`src/rtl/alu_seq_unit.sv`:
```
// rtl/alu_seq_unit.sv - single-cycle ALU with iterative unsigned multiply/divide
//
// Purpose:
//   Single-cycle ADD/SUB/OR/AND/SLT/SLTU/NOP. MULTU uses shift-add and DIVU
//   uses restoring division; each takes WIDTH iteration edges. All results
//   and flags are registered.
//
// Ports:
//   clock            rising-edge clock
//   reset            asynchronous active-high reset
//   start            begin an operation (sampled only while busy=0)
//   control[3:0]     operation select, captured with start
//   dataA, dataB     operands, captured with start
//   dataC            low product / quotient / logic-arith result
//   dataHi           high product / remainder, 0 for single-cycle ops
//   busy             iterative operation in progress
//   done             one-cycle completion pulse
//   overflow         signed overflow (ADD/SUB)
//   divZero          DIVU with dataB=0
module alu_seq_unit #(
    parameter int WIDTH = 32
) (
    input  logic             clock,
    input  logic             reset,
    input  logic             start,
    input  logic [3:0]       control,
    input  logic [WIDTH-1:0] dataA,
    input  logic [WIDTH-1:0] dataB,
    output logic [WIDTH-1:0] dataC,
    output logic [WIDTH-1:0] dataHi,
    output logic             busy,
    output logic             done,
    output logic             overflow,
    output logic             divZero
);

    localparam int CNT_W = $clog2(WIDTH) + 1;

    localparam logic [3:0] OP_ADD   = 4'b0000;
    localparam logic [3:0] OP_SUB   = 4'b0001;
    localparam logic [3:0] OP_OR    = 4'b0010;
    localparam logic [3:0] OP_AND   = 4'b0110;
    localparam logic [3:0] OP_SLT   = 4'b0111;
    localparam logic [3:0] OP_SLTU  = 4'b0011;
    localparam logic [3:0] OP_MULTU = 4'b1000;
    localparam logic [3:0] OP_DIVU  = 4'b1001;

    typedef enum logic {
        IDLE = 1'b0,
        RUN  = 1'b1
    } state_t;

    state_t             state_q;
    logic [CNT_W-1:0]   cnt_q;
    logic               is_div_q;
    logic [WIDTH-1:0]   b_q;
    // Working pair: multiply keeps {partial high, multiplier/low product};
    // divide keeps {partial remainder, dividend/quotient}.
    logic [WIDTH-1:0]   hi_q, lo_q;
    logic [WIDTH-1:0]   hi_d, lo_d;

    logic [WIDTH-1:0]   dataC_q, dataHi_q;
    logic               busy_q, done_q, overflow_q, divZero_q;

    // Single-cycle results for the operation presented on the inputs
    logic [WIDTH-1:0]   res_c, res_hi;
    logic               res_ov, res_dz, iter_go;
    logic [WIDTH-1:0]   sum_w, diff_w;

    always_comb begin
        sum_w   = dataA + dataB;
        diff_w  = dataA - dataB;
        res_c   = '0;
        res_hi  = '0;
        res_ov  = 1'b0;
        res_dz  = 1'b0;
        iter_go = 1'b0;
        case (control)
            OP_ADD: begin
                res_c  = sum_w;
                res_ov = (dataA[WIDTH-1] == dataB[WIDTH-1]) &&
                         (sum_w[WIDTH-1] != dataA[WIDTH-1]);
            end
            OP_SUB: begin
                res_c  = diff_w;
                res_ov = (dataA[WIDTH-1] != dataB[WIDTH-1]) &&
                         (diff_w[WIDTH-1] != dataA[WIDTH-1]);
            end
            OP_OR:   res_c = dataA | dataB;
            OP_AND:  res_c = dataA & dataB;
            OP_SLT:  res_c = {{(WIDTH-1){1'b0}}, ($signed(dataA) < $signed(dataB))};
            OP_SLTU: res_c = {{(WIDTH-1){1'b0}}, (dataA < dataB)};
            OP_MULTU: iter_go = 1'b1;
            OP_DIVU: begin
                // Divide by zero never enters RUN; it resolves immediately
                if (dataB == '0) begin
                    res_c  = '1;
                    res_hi = dataA;
                    res_dz = 1'b1;
                end else begin
                    iter_go = 1'b1;
                end
            end
            default: ;
        endcase
    end

    // One iteration step of the active multi-cycle operation
    logic [WIDTH:0] add_w, shift_w, trial_w;

    always_comb begin
        add_w   = {1'b0, hi_q} + (lo_q[0] ? {1'b0, b_q} : {(WIDTH+1){1'b0}});
        shift_w = {hi_q, lo_q[WIDTH-1]};
        // MSB of trial_w is the borrow: set when the shifted remainder < divisor
        trial_w = shift_w - {1'b0, b_q};
        if (is_div_q) begin
            hi_d = trial_w[WIDTH] ? shift_w[WIDTH-1:0] : trial_w[WIDTH-1:0];
            lo_d = {lo_q[WIDTH-2:0], ~trial_w[WIDTH]};
        end else begin
            hi_d = add_w[WIDTH:1];
            lo_d = {add_w[0], lo_q[WIDTH-1:1]};
        end
    end

    always_ff @(posedge clock or posedge reset) begin
        if (reset) begin
            state_q    <= IDLE;
            cnt_q      <= '0;
            is_div_q   <= 1'b0;
            b_q        <= '0;
            hi_q       <= '0;
            lo_q       <= '0;
            dataC_q    <= '0;
            dataHi_q   <= '0;
            busy_q     <= 1'b0;
            done_q     <= 1'b0;
            overflow_q <= 1'b0;
            divZero_q  <= 1'b0;
        end else begin
            done_q <= 1'b0;
            case (state_q)
                IDLE: begin
                    if (start) begin
                        if (iter_go) begin
                            state_q  <= RUN;
                            busy_q   <= 1'b1;
                            cnt_q    <= '0;
                            is_div_q <= (control == OP_DIVU);
                            b_q      <= dataB;
                            hi_q     <= '0;
                            lo_q     <= dataA;
                        end else begin
                            dataC_q    <= res_c;
                            dataHi_q   <= res_hi;
                            overflow_q <= res_ov;
                            divZero_q  <= res_dz;
                            done_q     <= 1'b1;
                        end
                    end
                end
                RUN: begin
                    hi_q  <= hi_d;
                    lo_q  <= lo_d;
                    cnt_q <= cnt_q + CNT_W'(1);
                    if (cnt_q == CNT_W'(WIDTH - 1)) begin
                        state_q    <= IDLE;
                        busy_q     <= 1'b0;
                        done_q     <= 1'b1;
                        dataC_q    <= lo_d;
                        dataHi_q   <= hi_d;
                        overflow_q <= 1'b0;
                        divZero_q  <= 1'b0;
                    end
                end
                default: state_q <= IDLE;
            endcase
        end
    end

    assign dataC    = dataC_q;
    assign dataHi   = dataHi_q;
    assign busy     = busy_q;
    assign done     = done_q;
    assign overflow = overflow_q;
    assign divZero  = divZero_q;

endmodule

```
`config.mk`:
```
export PLATFORM = sky130hd
export DESIGN_NAME = alu_seq_unit
export DESIGN_NICKNAME = d
export VERILOG_FILES = /design/src/rtl/alu_seq_unit.sv
export SDC_FILE = /design/constraint.sdc
export NUM_CORES = 1
export LEC_CHECK = 0
export ABC_AREA = 1
export CAP_MARGIN = 20
export CELL_PAD_IN_SITES_DETAIL_PLACEMENT = 0
export CELL_PAD_IN_SITES_GLOBAL_PLACEMENT = 1
export CORE_MARGIN = 1.5
export CORE_UTILIZATION = 30
export DETAILED_ROUTE_END_ITERATION = 12
export HOLD_SLACK_MARGIN = 0.12
export PLACE_DENSITY_LB_ADDON = 0.1
export SLEW_MARGIN = 10
export SYNTH_ARGS = -nofsm -noshare
export SYNTH_HDL_FRONTEND = slang
export SYNTH_SLANG_ARGS = --single-unit
export TNS_END_PERCENT = 100
```
`constraint.sdc`:
```
create_clock -name clock -period 8.5 [get_ports clock]
set_input_delay 1.7 -clock clock [delete_from_list [all_inputs] [get_ports clock]]
set_output_delay 1.7 -clock clock [all_outputs]
set_load 0.005 [all_outputs]
```
# ---- Word-level counts from Yosys, hierarchy flattened
# Cells that the tools add are included.
dict set report totals {
  latch_bits 0
  input_bits 71
  mem_count 0
  ramBits 0
  reg_bits 172
  out_inout_bits 68
  elab_cells 95
  romBits 0
}
dict set report classes {
  n_mul 0
  magnitude_cmp 2
  addsub 5
  n_eq_ne 16
  reduce_logical 8
  div 0
  shift 0
  n_mux 48
  bitwise 4
}
# op count
set ops {}
lappend ops {{two-way mux 32 bit} 17}
lappend ops {{one-hot mux 32 bit (2 select lines)} 4}
lappend ops {{one-hot mux 32 bit (7 select lines)} 1}
lappend ops {{< comparator 32 bit} 2}
lappend ops {{adder 32 x 32 -> 33 bit} 1}
lappend ops {{subtractor 33 x 32 -> 33 bit} 1}
lappend ops {{adder 32 bit} 1}
lappend ops {{AND 32 bit} 1}
lappend ops {{logical NOT 32 bit} 1}
lappend ops {{OR 32 bit} 1}
lappend ops {{subtractor 32 bit} 1}
lappend ops {{two-way mux 1 bit} 16}
lappend ops {{one-hot mux 1 bit (2 select lines)} 7}
lappend ops {{two-way mux 6 bit} 2}
lappend ops {{one-hot mux 6 bit (2 select lines)} 1}
lappend ops {{AND reduction 3 bit} 3}
lappend ops {{== test 4 x 2 -> 1 bit (second input constant)} 2}
lappend ops {{== test 4 x 3 -> 1 bit (second input constant)} 2}
lappend ops {{== test 4 bit (second input constant)} 2}
lappend ops {{adder 6 x 1 -> 6 bit (second input constant)} 1}
lappend ops {{== test 6 x 5 -> 1 bit (second input constant)} 1}
lappend ops {{!= test 2 bit (second input constant)} 3}
lappend ops {{== test 4 x 1 -> 1 bit (second input constant)} 1}
lappend ops {{logical NOT 4 bit} 1}
lappend ops {{6 further kinds} 10}

# ---- Logic depth before layout (Yosys ltp)
dict set report depth {
  ltp_word 7
  mapped_depth 20
  mapped_depth_nobuf 19
}

# ---- Worst setup path before layout
# Ideal clock, no wire load.
dict set report synth_path {
  path_type {input-to-reg}
  start {input dataA[0]}
  end {register dataC_q[0], in the netlist dataC[0]}
  path_stages 19
  setup_ns 0.117
  path_buffers 0
  required_ns 8.383
  t_arrival_ns 3.321
  setup_slack_ns 5.062
  path_cell_list {inv_1 -> ha_1 -> fa_1 -> inv_1 -> nand3_1 -> nand3_1 -> nand2_1 -> nand2_1 -> nand2_1 -> nand2_1 -> nand2_1 -> nand2_1 -> nand2_1 -> nand3_1 -> nand2_1 -> nand2_1 -> nand2_1 -> nand2_1 -> nand2_1}
}
dict set report synth_between {
  elab_chain_cells 5
  elab_cells_between_ends 10
  classes_between {add/sub: 2; order compare: 2; mux: 4; bitwise: 2}
}
# item line_no
set synth_rtl {}
lappend synth_rtl {{start, declared} 27} ;# input logic [WIDTH-1:0] dataA,
lappend synth_rtl {{subtractor 32 bit, or another cell as far along} 72} ;# diff_w = dataA - dataB;
lappend synth_rtl {{one-hot mux 32 bit (7 select lines) *} 78} ;# case (control)
lappend synth_rtl {{two-way mux 32 bit *} 144} ;# if (iter_go) begin
lappend synth_rtl {{two-way mux 32 bit *} 143} ;# if (start) begin
lappend synth_rtl {{one-hot mux 32 bit (2 select lines) *} 141} ;# case (state_q)
lappend synth_rtl {{end signal, assigned} 153} ;# dataC_q <= res_c;
lappend synth_rtl {{end signal, assigned} 169} ;# dataC_q <= lo_d;
lappend synth_rtl {{end, declared} 62} ;# logic [WIDTH-1:0] dataC_q, dataHi_q;
# Mark *: on every way between the ends. The rest lies on a longest branch, timed or not. The select of a mux whose other input is x is not followed.
# A chain may end at the register's enable or synchronous reset.

# ---- Final worst setup path
dict set report layout_path {
  start {input dataA[12]}
  end {register overflow_q, in the netlist overflow}
}
dict set report layout_between {
  elab_chain_cells 7
  elab_cells_between_ends 10
  classes_between {add/sub: 2; eq/ne: 2; mux: 4; reduce/logical: 2}
}
# item line_no
set layout_rtl {}
lappend layout_rtl {{subtractor 32 bit or adder 32 bit (tied branches)} {72, 71}}
lappend layout_rtl {{!= test 1 bit, on equally long branches} {87, 82}}
lappend layout_rtl {{logical AND 1 bit, on equally long branches} {86, 81}}
lappend layout_rtl {{one-hot mux 1 bit (2 select lines) *} 78}
lappend layout_rtl {{two-way mux 1 bit *} 144}
lappend layout_rtl {{two-way mux 1 bit *} 143}
lappend layout_rtl {{one-hot mux 1 bit (2 select lines) *} 141}
lappend layout_rtl {{end signal, assigned} 155} ;# overflow_q <= res_ov;
lappend layout_rtl {{end, declared} 63} ;# logic busy_q, done_q, overflow_q, divZero_q;
# Marks and branches as above.

==> impl_metrics.csv <==
group,metric,value,unit
status,outcome,"finished, final reports clean",
logic_synthesis,async_flop_share,100,%
logic_synthesis,synth_area_per_cell,5.99,sq um
logic_synthesis,synth_nets,3503,
finish,final_common_cell,"nand2_1",
die,die_area,66400,sq um
die,rows,93,
power,clkPwrFrac,13.6,%
power,powerDensity,267,nW/um^2
power,power_leakage,0.0116,uW
routing,drtIter0Drc,1779,
routing,drc,0,
timing,hold_violations,0,
routing,finalWirelength,92100,um
logic_synthesis,synth_cell_types,51,
cts,numClockSinks,172,
die,die_y,258,um
min_path,worstHoldPathCells,2,
cts,cts_setup_buffers,0,
finish,area_growth,13.8,%
die,core,64200,sq um
timing,hold_slack,0.488,ns
power,swShare,54.1,%
timing,grt_setup_unrepaired,"false",
finish,drive_gt1_share,4.41,%
cts,tritoncts,"done",
critical_path,arrival,4.90,ns
cts,clockBufferDepth,2,
grt,grt_pass1_wl,137000,um
grt,grt_pass1_vias,21188,
logic_synthesis,netlist_instances,3250,
grt,grt_overflow_total,0,
timing,setup-violations-final,0,
logic_synthesis,yosys_warnings,0,
timing,fin_crit_sh,53.6,%
timing,worst_pin_slew,1.02,ns
critical_path,cp.required,8.84,ns
placed_design,port_buffers,138,
critical_path,crit_fanout,8,
routing,ant_nets,0,
logic_synthesis,synth_top_area_share,22.1,%
timing,timing.fmax,220,MHz
cts,cts_hold_buf,0,
flow_run,cap_violations,0,
logic_synthesis,yosys-top-cells-area,"dfrtp_1 (22%), nand2_1 (18%), ha_1 (11%)",
die,die_w,258,um
logic_synthesis,ys_seq_elements,172,
power,p_comb_share,63.1,%
die,io_pins,139,
finish,fin_nets,3574,
logic_synthesis,synth_area,19500,sq um
power,p_int,2710,uW
finish,nFillCells,7303,
placed_design,gp_congestion,1.00,
critical_path,worstSetupPathType,"in -> reg",
grt,grt_max_degree,106,
timing,tns,0,ns
routing,routedWlPerCell,22.0,um
routing,dr.pass1.iters,5,
logic_synthesis,synth_top_cell_by_area,"dfrtp_1",
grt,gr-usage-all-layers,27.5,%
finish,seq_area,4310,sq um
power,switchingPower,3200,uW
power,seq_power_share,23.3,%
logic_synthesis,synth-edff-count,0,
critical_path,reg2reg_from,"lo_q[31]$_DFFE_PP0P_",
grt,antenna_found_initial,2,
critical_path,start_kind,"primary input",
placed_design,dpl.hpwl,74700,um
logic_synthesis,yosys_most_used_dff,"dfrtp_1",
timing,fin_crit,4.55,ns
power,fin_total_pwr,5920,uW
timing,fin_worst_skew,0.0178,ns
routing,dr_total_vias,21430,
finish,layout_common_cells,"nand2_1 (913), inv_1 (492), nor2_1 (370)",
cts,h-tree-depth,4,
critical_path,ff2ff_path_depth,18,
critical_path,worstSetupStartpoint,"dataA[12]",
finish,multi_input_area,12800,sq um
cts,clkSlewWorstSetupHoldPaths,0.08,ns
cts,cts_root_buf,"clkbuf_16",
critical_path,cp-endpoint,"overflow$_DFFE_PP0P_",
critical_path,r2r_end,"hi_q[31]$_DFFE_PP0P_",
die,initial_core_util,30.3,%
critical_path,endpoint_kind,"flop",
power,peakVddDrop,149,uV
timing,slew_violations,0,
min_path,min_path_type,"reg -> reg",
cts,cts_buffers,17,
routing,viasPerCell,5.11,
timing,slew_headroom,32.2,%
cts,cts_resized,0,
cts,worstSkewPairLatency,0.46,ns
logic_synthesis,seq_area_frac_synth,22.1,%
critical_path,regToRegSetupSlack,4.76,ns
-- routing by layer --
metal	up-vias	routed length [um]	track usage, %
li1	10526	-	-
met1	10288	42900	37.2
met2	527	43400	46.6
met3	87	3470	2.51
met4	2	2370	7.46
met5	-	9	0
-- registers in the layout, summed over array words and instances (netlist names) --
signal	cells
b_q	32
busy	1
cnt_q	6
dataC	32
dataHi	32
divZero	1
done	1
hi_q	32
is_div_q	1
lo_q	32
overflow	1
state_q	1
-- cells by family after synthesis --
| logic type | count (synthesis) | synth area share (%) |
|---|---|---|
| DFF | 172 | 22.1 |
| xor gates and xnor gates | 17 | 0.765 |
| buffers and inverters | 607 | 12.4 |
| AOI/OAI and AO/OA | 554 | 15.5 |
| adders and majority gates | 182 | 11.9 |
| and+or+nand+nor | 1718 | 37.4 |
-- worst max-delay path, cell delays in order --
cell and delay [ns]:
clkdlybuf4s50_1 0.73, inv_1 0.18, ha_1 0.49, nand2_1 0.14
nor2_1 0.18, inv_1 0.17, nor3_1 0.17, nand2_1 0.13
nand2_1 0.21, nand2_1 0.21, nand2_1 0.17, xor2_1 0.16
o21ai_1 0.10, nand3_1 0.08, nand2_1 0.06
-- stage by stage --
stage / util (%) / instance area, sq um / setup slack (ns) / std cells
after floorplan: - / 19500 / 2.14 / 3250
after global placement: 33.5 / 21500 / 3.54 / 4155
after detailed placement: 33.6 / 21600 / 3.49 / 4157
after CTS: 34.5 / 22200 / 3.95 / 4189
after global routing: 34.5 / 22200 / 3.78 / 4190
final: 34.5 / 22200 / 3.95 / 4190
-- cell type report --
cell class	count	area share [%]
clock buffer	17	1.92
sequential	172	19.4
clock inverter	15	0.683
antenna	1	0.0113
timing repair buffer	154	6.89
multi-input combinational	2471	57.6
inverter	505	8.59
tap	855	4.83
-- worst min-delay path by stage --
stage                                    start                    to  slack (ns)
after floorplan           cnt_q[5]$_DFFE_PP0P_  cnt_q[5]$_DFFE_PP0P_        0.46
after global placement    dataC[0]$_DFFE_PP0P_  dataC[0]$_DFFE_PP0P_        0.47
after detailed placement      busy$_DFFE_PP0P_      busy$_DFFE_PP0P_        0.47
after CTS                     busy$_DFFE_PP0P_      busy$_DFFE_PP0P_        0.49
after global routing          busy$_DFFE_PP0P_      busy$_DFFE_PP0P_        0.51
final                         busy$_DFFE_PP0P_      busy$_DFFE_PP0P_        0.49
-- synthesized netlist by cell type, types with 10 or more instances --
library cell	n
nand2_1	914
inv_2	11
o21ai_1	46
nor3_1	59
nand3_1	259
or2_2	12
nand4_1	39
o21bai_1	10
inv_1	494
a31oi_1	17
o21ai_0	194
nor2_1	370
buf_2	42
nand2_2	15
a21oi_1	225
a21oi_2	25
clkbuf_1	44
nand3_2	11
xnor2_1	15
dfrtp_1	172
nand3b_1	15
a21boi_0	10
ha_1	178
-- power groups by stage --
stage / Clock [uW] / Sequential (uW) / Combinational (uW)
2_1_floorplan: 0 / 1240 / 2540
3_3_place_gp: 0 / 1390 / 3720
3_5_place_dp: 0 / 1390 / 3720
4_1_cts: 815 / 1370 / 3740
5_1_grt: 843 / 1410 / 4190
6_report: 803 / 1380 / 3740
Power figures use the tool's default switching activity.
